### src/rtl/imem_fetch_arbiter.sv
// Round-robin sharing of one registered-read instruction memory among NUM_PE fetch units.
// Optional upper-PC range check (error response with NOP) enabled by IMEM_ARB_ADDR_CHECK_EN.
module imem_fetch_arbiter #(
  parameter int          NUM_PE    = 4,
  parameter int          ADDR_W    = 8,
  parameter logic [31:0] NOP_INSTR = 32'h0000_0013
) (
  input  logic                 clk,
  input  logic                 rst_n,
  input  logic [NUM_PE-1:0]    pe_req,
  input  logic [NUM_PE*32-1:0] pe_pc,
  input  logic [NUM_PE-1:0]    pe_flush,
  output logic [NUM_PE-1:0]    pe_gnt,
  output logic [NUM_PE*32-1:0] pe_instr,
  output logic [NUM_PE-1:0]    pe_instr_valid,
  output logic [NUM_PE-1:0]    rsp_err,
  output logic                 mem_en,
  output logic [ADDR_W-1:0]    mem_addr,
  input  logic [31:0]          mem_rdata
);
  localparam int PTR_W = $clog2(NUM_PE);

  logic [PTR_W-1:0]  ptr_q;
  logic [NUM_PE-1:0] elig_p0;
  logic [PTR_W-1:0]  cand_p0;
  logic              gnt_vld_p0;
  logic [PTR_W-1:0]  gnt_idx_p0;
  logic [31:0]       pc_p0;
  logic              err_p0;
  logic              vld_p1;
  logic [PTR_W-1:0]  tag_p1;
  logic [NUM_PE-1:0] wr_p1;
  logic [31:0]       rsp_data_p1;

  function automatic logic [PTR_W-1:0] rr_idx(input logic [PTR_W-1:0] base, input int off);
    int s;
    s = int'(base) + off;
    if (s >= NUM_PE) s = s - NUM_PE;
    return PTR_W'(s);
  endfunction

  // Stage p0: arbitration and memory issue
  always_comb begin
    elig_p0    = pe_req & ~pe_flush;
    gnt_vld_p0 = 1'b0;
    gnt_idx_p0 = '0;
    cand_p0    = '0;
    for (int i = 0; i < NUM_PE; i++) begin
      cand_p0 = rr_idx(ptr_q, i);
      if (!gnt_vld_p0 && elig_p0[cand_p0]) begin
        gnt_vld_p0 = 1'b1;
        gnt_idx_p0 = cand_p0;
      end
    end
    gnt_vld_p0 = gnt_vld_p0 & rst_n;
  end

  always_comb begin
    pc_p0  = '0;
    pe_gnt = '0;
    for (int k = 0; k < NUM_PE; k++) begin
      if (gnt_idx_p0 == PTR_W'(k)) pc_p0 = pe_pc[32*k +: 32];
      pe_gnt[k] = gnt_vld_p0 && (gnt_idx_p0 == PTR_W'(k));
    end
  end

  assign mem_addr = pc_p0[ADDR_W-1:0];
  assign mem_en   = gnt_vld_p0 & ~err_p0;

  always_ff @(posedge clk or negedge rst_n) begin
    if (!rst_n) begin
      ptr_q  <= '0;
      vld_p1 <= 1'b0;
    end else begin
      vld_p1 <= gnt_vld_p0;
      if (gnt_vld_p0) begin
        ptr_q <= (gnt_idx_p0 == PTR_W'(NUM_PE - 1)) ? '0 : gnt_idx_p0 + PTR_W'(1);
      end
    end
  end

  always_ff @(posedge clk) begin
    if (gnt_vld_p0) begin
      tag_p1 <= gnt_idx_p0;
    end
  end

  // Stage p1: memory data arrives; a flush of the owning PE kills the entry here
  always_comb begin
    wr_p1 = '0;
    for (int k = 0; k < NUM_PE; k++) begin
      wr_p1[k] = vld_p1 && (tag_p1 == PTR_W'(k)) && !pe_flush[k];
    end
  end

`ifdef IMEM_ARB_ADDR_CHECK_EN
  logic err_p1;

  assign err_p0 = |pc_p0[31:ADDR_W];

  always_ff @(posedge clk) begin
    if (gnt_vld_p0) begin
      err_p1 <= err_p0;
    end
  end

  assign rsp_data_p1 = err_p1 ? NOP_INSTR : mem_rdata;

  always_ff @(posedge clk or negedge rst_n) begin
    if (!rst_n) begin
      rsp_err <= '0;
    end else begin
      for (int k = 0; k < NUM_PE; k++) begin
        if (wr_p1[k]) rsp_err[k] <= err_p1;
      end
    end
  end
`else
  logic unused_pc_hi;

  assign err_p0       = 1'b0;
  assign unused_pc_hi = ^pc_p0[31:ADDR_W];
  assign rsp_data_p1  = mem_rdata;
  assign rsp_err      = '0;
`endif

  // Stage p2: per-PE instruction slots and one-cycle valid pulses
  always_ff @(posedge clk or negedge rst_n) begin
    if (!rst_n) begin
      pe_instr_valid <= '0;
      pe_instr       <= '0;
    end else begin
      pe_instr_valid <= wr_p1;
      for (int k = 0; k < NUM_PE; k++) begin
        if (wr_p1[k]) pe_instr[32*k +: 32] <= rsp_data_p1;
      end
    end
  end

endmodule

### config.mk
export PLATFORM = sky130hd
export DESIGN_NAME = imem_fetch_arbiter
export DESIGN_NICKNAME = d
export VERILOG_FILES = /design/src/rtl/imem_fetch_arbiter.sv
export SDC_FILE = /design/constraint.sdc
export NUM_CORES = 1
export LEC_CHECK = 0
export ABC_CLOCK_PERIOD_IN_PS = 6800
export CORE_UTILIZATION = 35
export CTS_CLUSTER_SIZE = 30
export DETAILED_ROUTE_END_ITERATION = 6
export PLACE_DENSITY = 0.78
export SETUP_SLACK_MARGIN = 0.4
export SYNTH_ARGS = -nofsm -noshare
export SYNTH_HDL_FRONTEND = slang
export SYNTH_SLANG_ARGS = --single-unit
### constraint.sdc
create_clock -name clk -period 6.8 [get_ports clk]
set_clock_uncertainty 0.1 [all_clocks]
set_input_delay 1.02 -clock clk [delete_from_list [all_inputs] [get_ports clk]]
set_output_delay 1.02 -clock clk [all_outputs]
set_load 0.1 [all_outputs]
# After elaboration in Yosys (flattened, before gate mapping)
# Index checks and enable logic that the tools add are counted.
# op_classes
addsub	8
magnitude_cmp	8
n_eq_ne	6
n_mux	25
bitwise_logic	3
reduce_logical	24
# op_table
cell	count
8-bit 2-to-1 mux	4
2-bit 2-to-1 mux	9
1-bit logical AND	15
2-bit by 3-bit less-than comparator with 1-bit output (second input constant)	4
3-bit >= comparator (second input constant)	3
1-bit binary-select mux with 2-bit select	4
2-bit equality test (second input constant)	4
1-bit 2-to-1 mux	8
2-bit by 1-bit subtractor with 2-bit output (second input constant)	4
1-bit zero test	7
2-bit by 2-bit adder with 3-bit output (second input constant)	2
4-bit AND	1
2-bit by 1-bit equality test with 1-bit output (second input constant)	2
2-bit zero test	2
4-bit inverter	1
2-bit by 1-bit adder with 3-bit output (second input constant)	1
2-bit by 3-bit >= comparator with 1-bit output (second input constant)	1
2-bit by 1-bit adder with 2-bit output (second input constant)	1
1-bit AND	1
# word_totals
reg_bits	137
in_bits	170
out_inout_bits	149
wordCells	82

# Depth between registers and ports, before layout
# logic_depth
word_depth	19
mapped_depth	10
ltp_nobuf	9

# Worst setup path before layout
# Ideal clock, no wire load.
# synth_path
kind	input-to-output
startpoint	in pe_req[1]
endpoint	out mem_addr[0]
t_arrival_ns	4.604
required_ns	5.680
slack_ns	1.076
path_stages	8
n_path_buf	1
cell_sequence	nor2b_2 -> o22ai_1 -> o21ai_0 -> o31a_1 -> ha_1 -> clkbuf_1 -> a221oi_1 -> o31ai_1
# synth_via
elab_chain_len	18
word_cells_on_any_way	30
classes_between	3 x eq/ne; 19 x mux; 1 x bitwise; 7 x reduce/logical
# synth_lines
item	line_no	source
start: declaration	10	input logic [NUM_PE-1:0] pe_req,
4-bit AND *	44	elig_p0 = pe_req & ~pe_flush;
1-bit binary-select mux with 2-bit select	50	if (!gnt_vld_p0 && elig_p0[cand_p0]) begin
1-bit 2-to-1 mux (implied by the code)	50	
1-bit 2-to-1 mux	50	
1-bit zero test	50	
1-bit logical AND	50	
1-bit 2-to-1 mux	50	
1-bit zero test	50	
1-bit logical AND	50	
1-bit 2-to-1 mux	50	
1-bit zero test	50	
1-bit logical AND	50	
2-bit 2-to-1 mux *	50	
net gnt_idx_p0[0]	27	logic [PTR_W-1:0] gnt_idx_p0;
2-bit zero test	62	if (gnt_idx_p0 == PTR_W'(k)) pc_p0 = pe_pc[32*k +: 32];
8-bit 2-to-1 mux (3 in series)	62	
8-bit 2-to-1 mux *	62	
end: declaration	18	output logic [ADDR_W-1:0] mem_addr,
# The timed path passes the listed nets; every way through them passes the cells marked *. The select of a mux whose other input is x is not followed.

# Final worst setup path
# layout_path
startpoint	in pe_flush[1]
endpoint	out pe_gnt[3]
# layout_via
elab_chain_len	16
word_cells_on_any_way	27
classes_between	1 x eq/ne; 16 x mux; 3 x bitwise; 7 x reduce/logical
# layout_lines
item	line_no	source
start: declaration	12	input logic [NUM_PE-1:0] pe_flush,
4-bit inverter *	44	
4-bit AND *	44	
1-bit binary-select mux with 2-bit select	50	
1-bit 2-to-1 mux (implied by the code)	50	
1-bit 2-to-1 mux	50	
1-bit zero test	50	
1-bit logical AND	50	
1-bit 2-to-1 mux	50	
1-bit zero test	50	
1-bit logical AND	50	
1-bit 2-to-1 mux	50	
1-bit zero test	50	
1-bit logical AND	50	
2-bit 2-to-1 mux *	50	
net gnt_idx_p0[0]	27	
2-bit equality test *	63	pe_gnt[k] = gnt_vld_p0 && (gnt_idx_p0 == PTR_W'(k));
1-bit logical AND *	63	
end: declaration	13	output logic [NUM_PE-1:0] pe_gnt,
# Marks and branches as above.

==> metrics.txt <==
# TYPE chip_impl_metric gauge
chip_impl_metric{name="num_io_pins",unit=""} 319
chip_impl_metric{name="avgViaCountPerCell",unit=""} 4.813
chip_impl_metric{name="yosysUniqueCellTypes",unit=""} 34
chip_impl_metric{name="grt_max_degree",unit=""} 53
chip_impl_info{name="synth.area.top_cells",value="dfrtp_1 (59%), mux2_2 (13%), mux2_4 (7.9%)"} 1
chip_impl_metric{name="detailed_place_hpwl",unit="um"} 10650
chip_impl_metric{name="number_of_clock_sinks",unit=""} 137
chip_impl_metric{name="timing.slew.headroom",unit=""} 0.3190
chip_impl_metric{name="final_max_slew_viol_count",unit=""} 0
chip_impl_metric{name="dieHeight",unit="um"} 129.8
chip_impl_metric{name="synthArstFlopShare",unit=""} 0.9854
chip_impl_metric{name="vias",unit=""} 4226
chip_impl_info{name="start_kind",value="primary input"} 1
chip_impl_metric{name="floorplan.initialDensity",unit=""} 0.3597
chip_impl_metric{name="place.detailed.instances",unit=""} 847
chip_impl_metric{name="number_of_antenna_violations_at_the_first_check_in_global_routing",unit=""} 0
chip_impl_info{name="clock_tree.root_cell",value="clkbuf_16"} 1
chip_impl_metric{name="post_drt_wl_per_cell",unit="um"} 17.58
chip_impl_metric{name="vias_in_the_first_global_route",unit=""} 4493
chip_impl_info{name="timing.rr.start",value="tag_p1[0]$_DFFE_PN_"} 1
chip_impl_metric{name="routabilityCongestion",unit=""} 0.8090
chip_impl_info{name="run_status",value="finished clean"} 1
chip_impl_metric{name="cp.arrival",unit="ns"} 4.43
chip_impl_metric{name="area_added_between_synthesis_and_finish",unit="%"} 50.08
chip_impl_metric{name="cts_setup_buffers",unit=""} 0
chip_impl_metric{name="seq_area_frac_synth",unit=""} 0.6017
chip_impl_info{name="uppermost_routed_layer",value="met4"} 1
chip_impl_metric{name="fin_setup_tns",unit="ns"} 0
chip_impl_metric{name="postLayoutCoreUtil",unit=""} 0.5399
chip_impl_metric{name="grt.total_usage",unit=""} 0.1920
chip_impl_metric{name="placement_rows",unit=""} 46
chip_impl_info{name="yosysMostFrequentCell",value="dfrtp_1"} 1
chip_impl_metric{name="cts-resized-gates",unit=""} 0
chip_impl_metric{name="met3_length",unit="um"} 989
chip_impl_metric{name="hold_buf_count_cts",unit=""} 0
chip_impl_info{name="ys_dominant_reg_cell",value="dfrtp_1"} 1
chip_impl_metric{name="finalWorstPathRequiredPeriod",unit="ns"} 5.547
chip_impl_metric{name="remaining_drc_errors",unit=""} 0
chip_impl_info{name="slowest_stage",value="clkdlybuf4s50_1"} 1
chip_impl_info{name="worst-setup-path-type",value="in2out"} 1
chip_impl_info{name="critical_path.most_common_cell",value="clkdlybuf4s50_1"} 1
chip_impl_info{name="unrepaired_setup_endpoints_after_global_routing",value="false"} 1
chip_impl_metric{name="worstHoldPathCells",unit=""} 2
chip_impl_metric{name="die_width",unit="um"} 129.8
chip_impl_metric{name="met2_wirelength",unit="um"} 7708
chip_impl_metric{name="m1WireLength",unit="um"} 6482
chip_impl_info{name="worstHoldPathType",value="reg2reg"} 1
chip_impl_metric{name="clock_insertion_delay_worst_skew",unit="ns"} 0.41
chip_impl_metric{name="yosys_warnings",unit=""} 0
chip_impl_metric{name="worstPathMaxFanout",unit=""} 17
chip_impl_info{name="most_used_standard_cells_in_the_synthesized_netlist",value="dfrtp_1 (135), nand2_1 (107), mux2_2 (65)"} 1
chip_impl_metric{name="max_cap_viol_count",unit=""} 0
chip_impl_metric{name="max_freq",unit="MHz"} 180.3
chip_impl_metric{name="grt_first_pass_wirelength",unit="um"} 24260
chip_impl_metric{name="reg2reg_setup_slack",unit="ns"} 4.44
chip_impl_metric{name="cts.clk_slew.worst_paths",unit="ns"} 0.06
chip_impl_info{name="worstHoldEndpoint",value="pe_instr[116]$_DFFE_PN0P_"} 1
chip_impl_metric{name="design.die.area",unit="mm2"} 0.01684
chip_impl_metric{name="tightest_pin_transition",unit="ns"} 1.018
chip_impl_metric{name="postSynthCellCount",unit=""} 427
chip_impl_metric{name="antenna-diode-count",unit=""} 0
chip_impl_metric{name="synth_edf_count",unit=""} 2
chip_impl_metric{name="drt-initial-drc-count",unit=""} 178
chip_impl_metric{name="synth.cell_area",unit="mm2"} 0.005714
chip_impl_metric{name="dr.pass1.iters",unit=""} 4
chip_impl_metric{name="drt.antenna.violating_nets",unit=""} 0
chip_impl_metric{name="report.final.setup_viol",unit=""} 0
chip_impl_info{name="reg2reg_to",value="pe_instr[86]$_DFFE_PN0P_"} 1
chip_impl_metric{name="layout_worst_path_cycle_share",unit=""} 0.8157
chip_impl_info{name="tritoncts_clock_tree",value="done"} 1
chip_impl_metric{name="placeableCoreArea",unit="mm2"} 0.01589
chip_impl_metric{name="critPathRequiredTime",unit="ns"} 5.68
chip_impl_info{name="crit_path_cell_trace",value="clkdlybuf4s50_1 -> nor2b_2 -> o22ai_1 -> o21ai_0 -> o31a_1 -> ha_1 -> and2_1 -> clkdlybuf4s50_1"} 1
chip_impl_metric{name="clock_tree.buffer_depth",unit=""} 2
chip_impl_metric{name="global_route.overflow_total",unit=""} 0
chip_impl_metric{name="reg2regPathDepth",unit=""} 3
chip_impl_metric{name="num-nets-final",unit=""} 824
chip_impl_metric{name="finalHoldViolations",unit=""} 0
chip_impl_metric{name="synth.top_cell.area_share",unit=""} 0.5912
chip_impl_info{name="worstHoldStart",value="pe_instr[116]$_DFFE_PN0P_"} 1
chip_impl_metric{name="htree_num_levels",unit=""} 4
chip_impl_metric{name="fraction_of_layout_instances_using_a_drive_strength_above_1",unit=""} 0.2221
chip_impl_metric{name="wl",unit="um"} 15440
chip_impl_metric{name="input_output_buffers",unit=""} 218
chip_impl_metric{name="final_cells",unit=""} 878
chip_impl_metric{name="synth-seq-cells",unit=""} 137
chip_impl_info{name="yosys_top_cell_by_area",value="dfrtp_1"} 1
chip_impl_metric{name="critPathMaxStageDelay",unit="ns"} 1.13
chip_impl_info{name="end_kind",value="output port"} 1
chip_impl_metric{name="cts_inserted_buffers",unit=""} 17
chip_impl_metric{name="post_synth.cell_area_avg",unit="um2"} 13.38
==> layout make-up <==
type,count,area (um2)
Clock buffer,19,442.9
Inverter,1,3.754
Sequential cell,137,3438
Fill cell,1344,7310
Timing Repair Buffer,225,2216
Tap cell,216,270.3
Clock inverter,12,101.3
Multi-Input combinational cell,268,2103
==> metal layers <==
metal,track usage,vias up
met5,0,-
met4,0.07661,0
met3,0.05453,19
met2,0.3202,178
met1,0.2351,2129
li1,-,1900
==> through the flow <==
stage	hold WS (ns)	worst slack, ns	cell area, um2
finish	0.3762	1.253	8576
global route	0.3961	1.059	8576
CTS	0.3801	1.300	8576
detailed placement	0.3659	1.299	8031
global placement	0.3593	1.479	8031
floorplan	0.4649	1.076	5725
==> cells by family after synthesis <==
family | synth area share
compound gates | 0.04007
fa+ha+maj | 0.008759
buf+inv | 0.03219
flops | 0.6017
mux | 0.2109
other cells | 0.0006563
simple gates | 0.1058
==> cell usage in the layout, fill, tap and decap left out, types with 2 or more instances in the layout <==
cell	count
mux2_1	2
buf_4	15
clkinv_2	6
mux2_4	30
conb_1	4
edfxtp_1	2
nand2b_1	2
o21ai_0	3
clkbuf_16	17
dfrtp_1	135
o22ai_1	2
nor2b_1	10
a221oi_1	7
mux2_2	65
clkinv_4	2
clkinvlp_4	2
o31ai_1	8
nand2_1	107
ha_1	4
clkdlybuf4s50_1	209
a21oi_1	5
and2_1	4
nor2_1	3
==> critical path, delay by kind of cell <==
family / cells / cell delay, ns
AOI/OAI and AO/OA: 3 / 0.78
adders and majority gates: 1 / 0.51
buffers and inverters: 2 / 1.60
and+or+nand+nor: 2 / 0.51
==> flip-flops by register name, indices dropped and copies added, names as in the netlist <==
name	cells
tag_p1	2
pe_instr	128
ptr_q	2
pe_instr_valid	4
vld_p1	1
==> how the worst max path moves through the flow <==
stage | start | to | slack (ns) | cells after the start
6_report | pe_flush[1] | pe_gnt[3] | 1.25 | 8
2_1_floorplan | pe_req[1] | mem_addr[0] | 1.08 | 8
3_5_place_dp | pe_flush[1] | pe_gnt[3] | 1.30 | 8
3_3_place_gp | pe_flush[1] | pe_gnt[3] | 1.48 | 8
5_1_grt | pe_flush[1] | pe_gnt[3] | 1.06 | 8
4_1_cts | pe_flush[1] | pe_gnt[3] | 1.30 | 8
Power is not shown: default switching activity piles up to over one toggle a cycle in this logic, so the estimate is an artifact.
